[src/rtl/multi_byte_add_seq_pkg.sv]
// Shared constants for the byte-serial multi-precision add/subtract sequencer.
// Holds the FSM state encoding, the operand-width default and its legal range.
package multi_byte_add_seq_pkg;

    localparam int NBYTES_DEFAULT = 4;
    localparam int NBYTES_MIN     = 1;
    localparam int NBYTES_MAX     = 8;

    typedef enum logic [1:0] {
        ST_IDLE = 2'd0,
        ST_RUN  = 2'd1,
        ST_DONE = 2'd2
    } state_t;

    // The byte index is at least one bit wide, even when only one byte exists.
    function automatic int idxWidth(input int nBytes);
        return (nBytes > 1) ? $clog2(nBytes) : 1;
    endfunction

endpackage

[src/rtl/multi_byte_add_seq_if.sv]
// Start and result handshakes of the multi-byte add/subtract sequencer.
// master = requester/consumer side, slave = the sequencer.
interface multi_byte_add_seq_if
    import multi_byte_add_seq_pkg::*;
#(
    parameter int NBYTES = NBYTES_DEFAULT
) ();

    logic                  startValid;
    logic                  startReady;
    logic [8*NBYTES-1:0]   opA;
    logic [8*NBYTES-1:0]   opB;
    logic                  sub;
    logic                  resValid;
    logic                  resReady;
    logic [8*NBYTES-1:0]   result;
    logic                  cOut;
    logic                  overflow;
    logic                  zero;

    modport master (
        output startValid, opA, opB, sub, resReady,
        input  startReady, resValid, result, cOut, overflow, zero
    );

    modport slave (
        input  startValid, opA, opB, sub, resReady,
        output startReady, resValid, result, cOut, overflow, zero
    );

endinterface

[src/rtl/multi_byte_add_seq_byte_add_cin.sv]
// 8-bit ripple adder with carry-in; also exposes the carry into bit 7 so the
// caller can form signed overflow on the most significant byte.
module byte_add_cin (
    input  logic [7:0] a,
    input  logic [7:0] b,
    input  logic       cin,
    output logic [7:0] sum,
    output logic       cOut,
    output logic       c7
);

    logic [7:0] lowSum;
    logic [1:0] highSum;

    always_comb begin
        lowSum  = {1'b0, a[6:0]} + {1'b0, b[6:0]} + {7'd0, cin};
        c7      = lowSum[7];
        highSum = {1'b0, a[7]} + {1'b0, b[7]} + {1'b0, c7};
        sum     = {highSum[0], lowSum[6:0]};
        cOut    = highSum[1];
    end

endmodule

[src/rtl/multi_byte_add_seq.sv]
// Byte-serial multi-precision add/subtract: one 8-bit add-with-carry per cycle,
// LSB byte first, presenting the wide result and flags via a result handshake.
module multi_byte_add_seq
    import multi_byte_add_seq_pkg::*;
#(
    parameter int NBYTES = NBYTES_DEFAULT
) (
    input  logic                 clk,
    input  logic                 rst_n,
    multi_byte_add_seq_if.slave  bus
);

    localparam int IW = idxWidth(NBYTES);
    localparam logic [IW-1:0] LAST_IDX = IW'(NBYTES - 1);

    state_t state, stateNext;

    logic [NBYTES-1:0][7:0] regA;
    logic [NBYTES-1:0][7:0] regB;
    logic [NBYTES-1:0][7:0] resultReg;
    logic [IW-1:0]          idx;
    logic                   carry;
    logic                   ovf;

    logic                   accept;
    logic                   lastByte;
    logic [7:0]             sumByte;
    logic                   carryByte;
    logic                   c7Byte;

    byte_add_cin u_adder (
        .a    (regA[idx]),
        .b    (regB[idx]),
        .cin  (carry),
        .sum  (sumByte),
        .cOut (carryByte),
        .c7   (c7Byte)
    );

    always_ff @(posedge clk) begin
        if (!rst_n) state <= ST_IDLE;
        else        state <= stateNext;
    end

    always_comb begin
        stateNext      = state;
        bus.startReady = 1'b0;
        bus.resValid   = 1'b0;
        case (state)
            ST_IDLE: begin
                bus.startReady = 1'b1;
                if (bus.startValid) stateNext = ST_RUN;
            end
            ST_RUN: begin
                if (lastByte) stateNext = ST_DONE;
            end
            ST_DONE: begin
                bus.resValid = 1'b1;
                if (bus.resReady) stateNext = ST_IDLE;
            end
            default: stateNext = ST_IDLE;
        endcase
    end

    assign accept   = bus.startValid && (state == ST_IDLE);
    assign lastByte = (idx == LAST_IDX);

    // Operand registers are pure data: loaded on accept, never reset.
    always_ff @(posedge clk) begin
        if (accept) begin
            regA <= bus.opA;
            regB <= bus.sub ? ~bus.opB : bus.opB;
        end
    end

    // Subtract is A + ~B + 1, so the carry seed is the sub flag itself.
    always_ff @(posedge clk) begin
        if (!rst_n) begin
            idx       <= '0;
            carry     <= 1'b0;
            ovf       <= 1'b0;
            resultReg <= '0;
        end else if (accept) begin
            idx   <= '0;
            carry <= bus.sub;
        end else if (state == ST_RUN) begin
            resultReg[idx] <= sumByte;
            carry          <= carryByte;
            if (lastByte) ovf <= c7Byte ^ carryByte;
            else          idx <= idx + 1'b1;
        end
    end

    assign bus.result   = resultReg;
    assign bus.cOut     = carry;
    assign bus.overflow = ovf;
    assign bus.zero     = (resultReg == '0);

endmodule
[src/flat_wrapper.sv]
// flat-port wrapper written by rule: the top's interface ports become plain ports
module multi_byte_add_seq_flat import multi_byte_add_seq_pkg::*;
#(
    parameter int NBYTES = NBYTES_DEFAULT
)
  (clk, rst_n, bus_startValid, bus_opA, bus_opB, bus_sub, bus_resReady, bus_startReady, bus_resValid, bus_result, bus_cOut, bus_overflow, bus_zero);
  multi_byte_add_seq_if #(.NBYTES(NBYTES)) bus_i ();
  input  logic clk;
  input  logic rst_n;
  input wire logic [$bits(bus_i.startValid)-1:0] bus_startValid;
  input wire logic [$bits(bus_i.opA)-1:0] bus_opA;
  input wire logic [$bits(bus_i.opB)-1:0] bus_opB;
  input wire logic [$bits(bus_i.sub)-1:0] bus_sub;
  input wire logic [$bits(bus_i.resReady)-1:0] bus_resReady;
  output wire logic [$bits(bus_i.startReady)-1:0] bus_startReady;
  output wire logic [$bits(bus_i.resValid)-1:0] bus_resValid;
  output wire logic [$bits(bus_i.result)-1:0] bus_result;
  output wire logic [$bits(bus_i.cOut)-1:0] bus_cOut;
  output wire logic [$bits(bus_i.overflow)-1:0] bus_overflow;
  output wire logic [$bits(bus_i.zero)-1:0] bus_zero;
  assign bus_i.startValid = bus_startValid;
  assign bus_i.opA = bus_opA;
  assign bus_i.opB = bus_opB;
  assign bus_i.sub = bus_sub;
  assign bus_i.resReady = bus_resReady;
  assign bus_startReady = bus_i.startReady;
  assign bus_resValid = bus_i.resValid;
  assign bus_result = bus_i.result;
  assign bus_cOut = bus_i.cOut;
  assign bus_overflow = bus_i.overflow;
  assign bus_zero = bus_i.zero;
  multi_byte_add_seq #(.NBYTES(NBYTES)) u_core (.clk(clk), .rst_n(rst_n), .bus(bus_i));
endmodule
[config.mk]
export PLATFORM = sky130hd
export DESIGN_NAME = multi_byte_add_seq_flat
export DESIGN_NICKNAME = d
export VERILOG_FILES = /design/src/rtl/multi_byte_add_seq_pkg.sv /design/src/rtl/multi_byte_add_seq_if.sv /design/src/rtl/multi_byte_add_seq_byte_add_cin.sv /design/src/rtl/multi_byte_add_seq.sv /design/src/flat_wrapper.sv
export SDC_FILE = /design/constraint.sdc
export NUM_CORES = 1
export LEC_CHECK = 0
export ABC_AREA = 0
export ABC_CLOCK_PERIOD_IN_PS = 6100
export BUFFER_PORTS_ARGS = -buffer_cell sky130_fd_sc_hd__buf_2
export CORE_UTILIZATION = 30
export CTS_BUF_LIST = sky130_fd_sc_hd__clkbuf_4
export DETAILED_ROUTE_END_ITERATION = 6
export GPL_TIMING_DRIVEN = 0
export PLACE_DENSITY = 0.6
export SYNTH_ARGS = -nofsm -noshare
export SYNTH_HDL_FRONTEND = slang
export SYNTH_SLANG_ARGS = --single-unit
[constraint.sdc]
create_clock -name clk -period 6.1 [get_ports clk]
set_input_delay 0.61 -clock clk [delete_from_list [all_inputs] [get_ports clk]]
set_output_delay 0.61 -clock clk [all_outputs]
set_load 0.02 [all_outputs]
; Word-level counts from Yosys, hierarchy flattened
; Index checks and enable logic that the tools add are counted.
[classes]
reduce_logical = 10
eq_ne = 6
n_lt_le_gt_ge = 2
n_addsub = 5
muxes = 16
bitwise_logic = 5
[ops]
columns = operator, n
row1 = binary-select mux 8 bit (select 2 bit), 2
row2 = bitwise mux 32 bit, 1
row3 = logical NOT 32 bit, 1
row4 = two-way mux 32 bit, 1
row5 = NOT 32 bit, 1
row6 = two-way mux 8 bit, 3
row7 = demux 8 bit (select 2 bit), 1
row8 = adder 7 x 7 -> 8 bit, 1
row9 = adder 8 x 1 -> 8 bit, 1
row10 = two-way mux 2 bit, 3
row11 = case mux 2 bit (3 select lines), 1
row12 = AND reduction 3 bit, 2
row13 = "== test 2 bit, second input constant", 2
row14 = two-way mux 1 bit, 4
row15 = "inequality test 2 bit, second input constant", 2
row16 = AND reduction 2 bit, 2
row17 = "less-than comparator 2 x 3 -> 1 bit, second input constant", 1
row18 = NOT 1 bit, 3
row19 = adder 1 x 1 -> 2 bit, 1
row20 = adder 2 x 1 -> 2 bit, 1
row21 = "adder 2 x 1 -> 2 bit, second input constant", 1
row22 = "== test 2 x 1 -> 1 bit, second input constant", 1
row23 = ">= comparator 2 x 1 -> 1 bit, second input constant", 1
row24 = logical AND 1 bit, 2
row25 = 5 further kinds, 5
[totals]
inputBits = 69
wordCells = 60
ff_bits = 102

; Logic depth before layout (Yosys ltp)
[logic_depth]
word_depth = 7
ltp_mapped = 10
mapped_depth_nobuf = 8

; Cells and area by module
; Synthesis repeated with hierarchy kept, for this count alone.
[unflattened]
cells_unflattened = 323
hier_area_um2 = 4624.4
[by_module_without_submodules]
columns = mod, area_each_um2, seq_area_each_um2, n_inst, cells_each
row1 = multi_byte_add_seq, 4290.4, 2682.6, 1, 281
row2 = byte_add_cin, 334.1, 0.0, 1, 42

; Worst setup path before layout
; No wires, ideal clock.
[synth_path]
path_type = reg-to-reg
from = register u_core.idx[0]
to = register u_core.resultReg, in the netlist u_core.bus.result[22]
arrival_time_ns = 2.998
path_buffers = 2
period_less_slack_ns = 3.127
stages_incl_launch_ff = 10
setup_time_ns = 0.129
slack_ns = 2.973
path_cell_list = dfxtp_1 -> buf_2 -> buf_4 -> mux4_2 -> fa_1 -> fa_1 -> a211o_1 -> nor3b_1 -> a211oi_2 -> o21ai_0
[synth_via]
elab_chain_cells = 5
[synth_lines]
columns = item, line_no
row1 = from (decl), multi_byte_add_seq.sv:21  ; logic [IW-1:0] idx;
row2 = from (signal assigned), multi_byte_add_seq.sv:90  ; else idx <= idx + 1'b1;
row3 = "binary-select mux 8 bit (select 2 bit), or another cell as far along", multi_byte_add_seq.sv:32  ; .a (regA[idx]),
row4 = "two-way mux 8 bit (not written as such), or another cell as far along", multi_byte_add_seq.sv:32
row5 = adder 7 x 7 -> 8 bit / two-way mux 8 bit (equally long branches), "multi_byte_add_seq_byte_add_cin.sv:16, multi_byte_add_seq.sv:87"
row6 = adder 8 x 1 -> 8 bit / demux 8 bit (select 2 bit) (equally long branches), -
row7 = bitwise mux 32 bit *, multi_byte_add_seq.sv:87  ; resultReg[idx] <= sumByte;
row8 = "to (signal, indexed assignment)", multi_byte_add_seq.sv:87
row9 = to (decl), multi_byte_add_seq.sv:20  ; logic [NBYTES-1:0][7:0] resultReg;
; Mark *: on every way between the ends. The rest lies on a longest branch, timed or not. The select of a mux whose other input is x is not followed.
; A chain may end at the register's enable or synchronous reset.

; Final worst setup path
; Same ends and word-level chain as after synthesis.

==> results.tsv <==
metric	value	unit
Max IR drop VDD	88.6	uV
ANT nets after route	0	
Mapped Nets	430	
final non-filler cell total	650	
fin. max-slew vios	0	
register clock-pin slew on the reported worst setup and hold paths	150	ps
Final setup viols	0	
violated checks	DRC	
dpl cells	636	
share of total power in sequential cells	0.569	
clock power share	0.239	
Slew @ Worst Pin	560	ps
Post-CTS Setup Inserts	0	
sequential cell area fraction in the yosys report	0.593	
GP Congestion	0.791	
DIE AREA	15600	um2
Worst Setup Start Kind	register	
RSZ-0062 raised after global routing	no	
Ant. Diodes	0	
min cycle time layout	3610	ps
hpwl dp	7.68	mm
GRT Util Overall	0.139	
per-cell routed wire length	15.6	um
max-cap violations	0	
crit end category	register	
Final Skew	16.1	ps
vias	3075	
GRT overflow	0	
clock buffer count from CTS	9	
Top Ports	106	
Final nets	545	
Synth Area in XOR/XNOR	0.0658	
Internal	1.02	mW
CP Max Fanout	10	
final wirelength	10.1	mm
post_cts resized	0	
port bufs	103	
vias in the first global route	3132	
Hold WC Path Type	in -> reg	
Netlist Area Pre-Place	4520	um2
vias per cell	4.73	
synthesized area per cell	13.0	um2
highest-count cells in the layout ignoring fill and taps	109 x buf_2, 64 x edfxtp_1, 39 x nand2_1	
H-tree depth	3	
sw frac	0.276	
worst skew pair latency	450	ps
combinational share of power	0.192	
share of cells above drive strength 1	0.318	
global-route wire length before repair	16.4	mm
Initial Utilization	0.309	
Die Ht	125	um
core footprint	14600	um2
leading cell type in the layout, fill and taps excluded	buf_2	
post-synthesis compound-gate area fraction	0.0785	
simple-gate share of the synthesized area	0.115	
main combinational cell family by area after synthesis	simple AND/OR/NAND/NOR gates	
initial detailed-routing violation count	103	
Fin Setup TNS	0	ps
fin crit share	0.591	
Crit Path Category	reg -> reg	
Remaining DRCs	14	
mux cell area share after synthesis	0.0841	
Sw Pwr	0.388	mW
area grow syn2layout	19.7	%
status	finished with violations	
filler instances	1442	
TritonRoute pass-1 iters	6	
Synth cell types	44	
fmax	277	MHz
clock root buffer	clkbuf_4	
cells after synthesis	348	
pwr dens	260	nW/um2
CTS tree	yes	
Row Count	44	
CTS sink count	102	
register area	2680	um2
leakage power	2.08	nW
antenna violations before repair	0	
CP required	6430	ps
Hold Vio Cnt, Final	0	
total chip power	1.41	mW
Data arrival, critical path	3930	ps
largest net degree at the start of global routing	41	
post-synthesis adder-cell area fraction	0.0409	
Yosys reg bits	102	
Post-synth EDFFs	64	
Multi-input gate area	1740	um2
cts hold-fix bufs	0	
Die Span X	125	um
Max Root-Sink Buffers	2	
relative slew slack	0.626	
YS warnings	0	
Post-synth top flop	edfxtp_1	
Synth async-reset ratio	0	
==> metal layers <==
layer  global-route usage  share of wire  vias up
met3               0.0258          0.054        8
met5                    0              0        -
met2                0.229           0.48      102
met1                0.179           0.46     1449
li1                     -              -     1516
met4               0.0552         0.0092        0
==> critical path, stage by stage, from the launching register on <==
cell and delay (ps):
dfxtp_1 390, buf_2 340, buf_4 320, mux4_2 560, fa_1 460, fa_1 440
a211o_1 290, nor3b_1 150, a211oi_2 380, o21ai_0 150
==> sequential cells by signal, indices dropped and copies added, names as in the netlist <==
name,count
u_core.bus.result,32
u_core.regA,32
u_core.regB,32
u_core.idx,2
u_core.state,2
u_core.bus.cOut,1
u_core.bus.overflow,1
==> worst paths after layout <==
check | end | slack, ps | from | depth (start not counted)
setup / recovery | u_core.bus.result[22] | 2490 | u_core.idx[0] | 9
setup reg to reg | u_core.bus.result[22] | 2490 | u_core.idx[0] | 9
hold reg to reg | u_core.bus.result[15] | 490 | u_core.bus.result[15] | 2
hold / removal | u_core.regA[29] | 320 | bus_opA[29] | 1
==> cell usage after synthesis (all sizes together), types with 5 or more instances <==
library cell  instances  area, um2
edfxtp               64       1920
nand2                39        146
dfxtp                38        761
xor2                 32        280
a21oi                25        129
mux4                 16        360
nand3                15       80.1
clkbuf               13       50.0
nor2                 13       48.8
ha                   10        125
o21ai                 9       45.0
nor4                  8       50.1
buf                   7       37.5
a211oi                6       50.1
nand3b                6       45.0
o311ai                5       43.8
==> metrics by stage <==
step                hold WS (ps)  instance area, um2  utilization  worst slack [ps]
global placement             458                5270        0.360              2480
CTS                          273                5420        0.370              2430
finish                       317                5420        0.370              2490
detailed placement           467                5290        0.361              2460
global route                 271                5420        0.370              2190
floorplan                    546                4520            -              2970
==> layout make-up <==
| cell class | instances | share of cell area |
|---|---|---|
| well taps | 184 | 0.0425 |
| multi-input cells | 222 | 0.321 |
| flip-flops and latches | 102 | 0.495 |
| inverters | 4 | 0.00277 |
| repair buffers | 104 | 0.0989 |
| plain buffers | 20 | 0.0162 |
| clock inverters | 4 | 0.00924 |
| clock buffers | 10 | 0.0139 |
==> logic make-up (layout without fill, tap and decap cells) <==
group | after synthesis | in the layout
buffers and inverters | 24 | 142
AND/OR/NAND/NOR | 102 | 102
adder cells (fa/ha/maj) | 13 | 13
flip-flops | 102 | 102
XOR/XNOR | 34 | 34
AO/OA/AOI/OAI | 55 | 55
multiplexers | 18 | 18
==> power groups by stage <==
stage               Sequential, mW  Clock (mW)  Combinational, mW
floorplan                    0.824           0              0.167
global placement             0.815           0              0.264
detailed placement           0.816           0              0.273
CTS                          0.800       0.351              0.274
global route                 0.806       0.372              0.298
finish                       0.800       0.337              0.270
(Power assumes the default switching activity.)
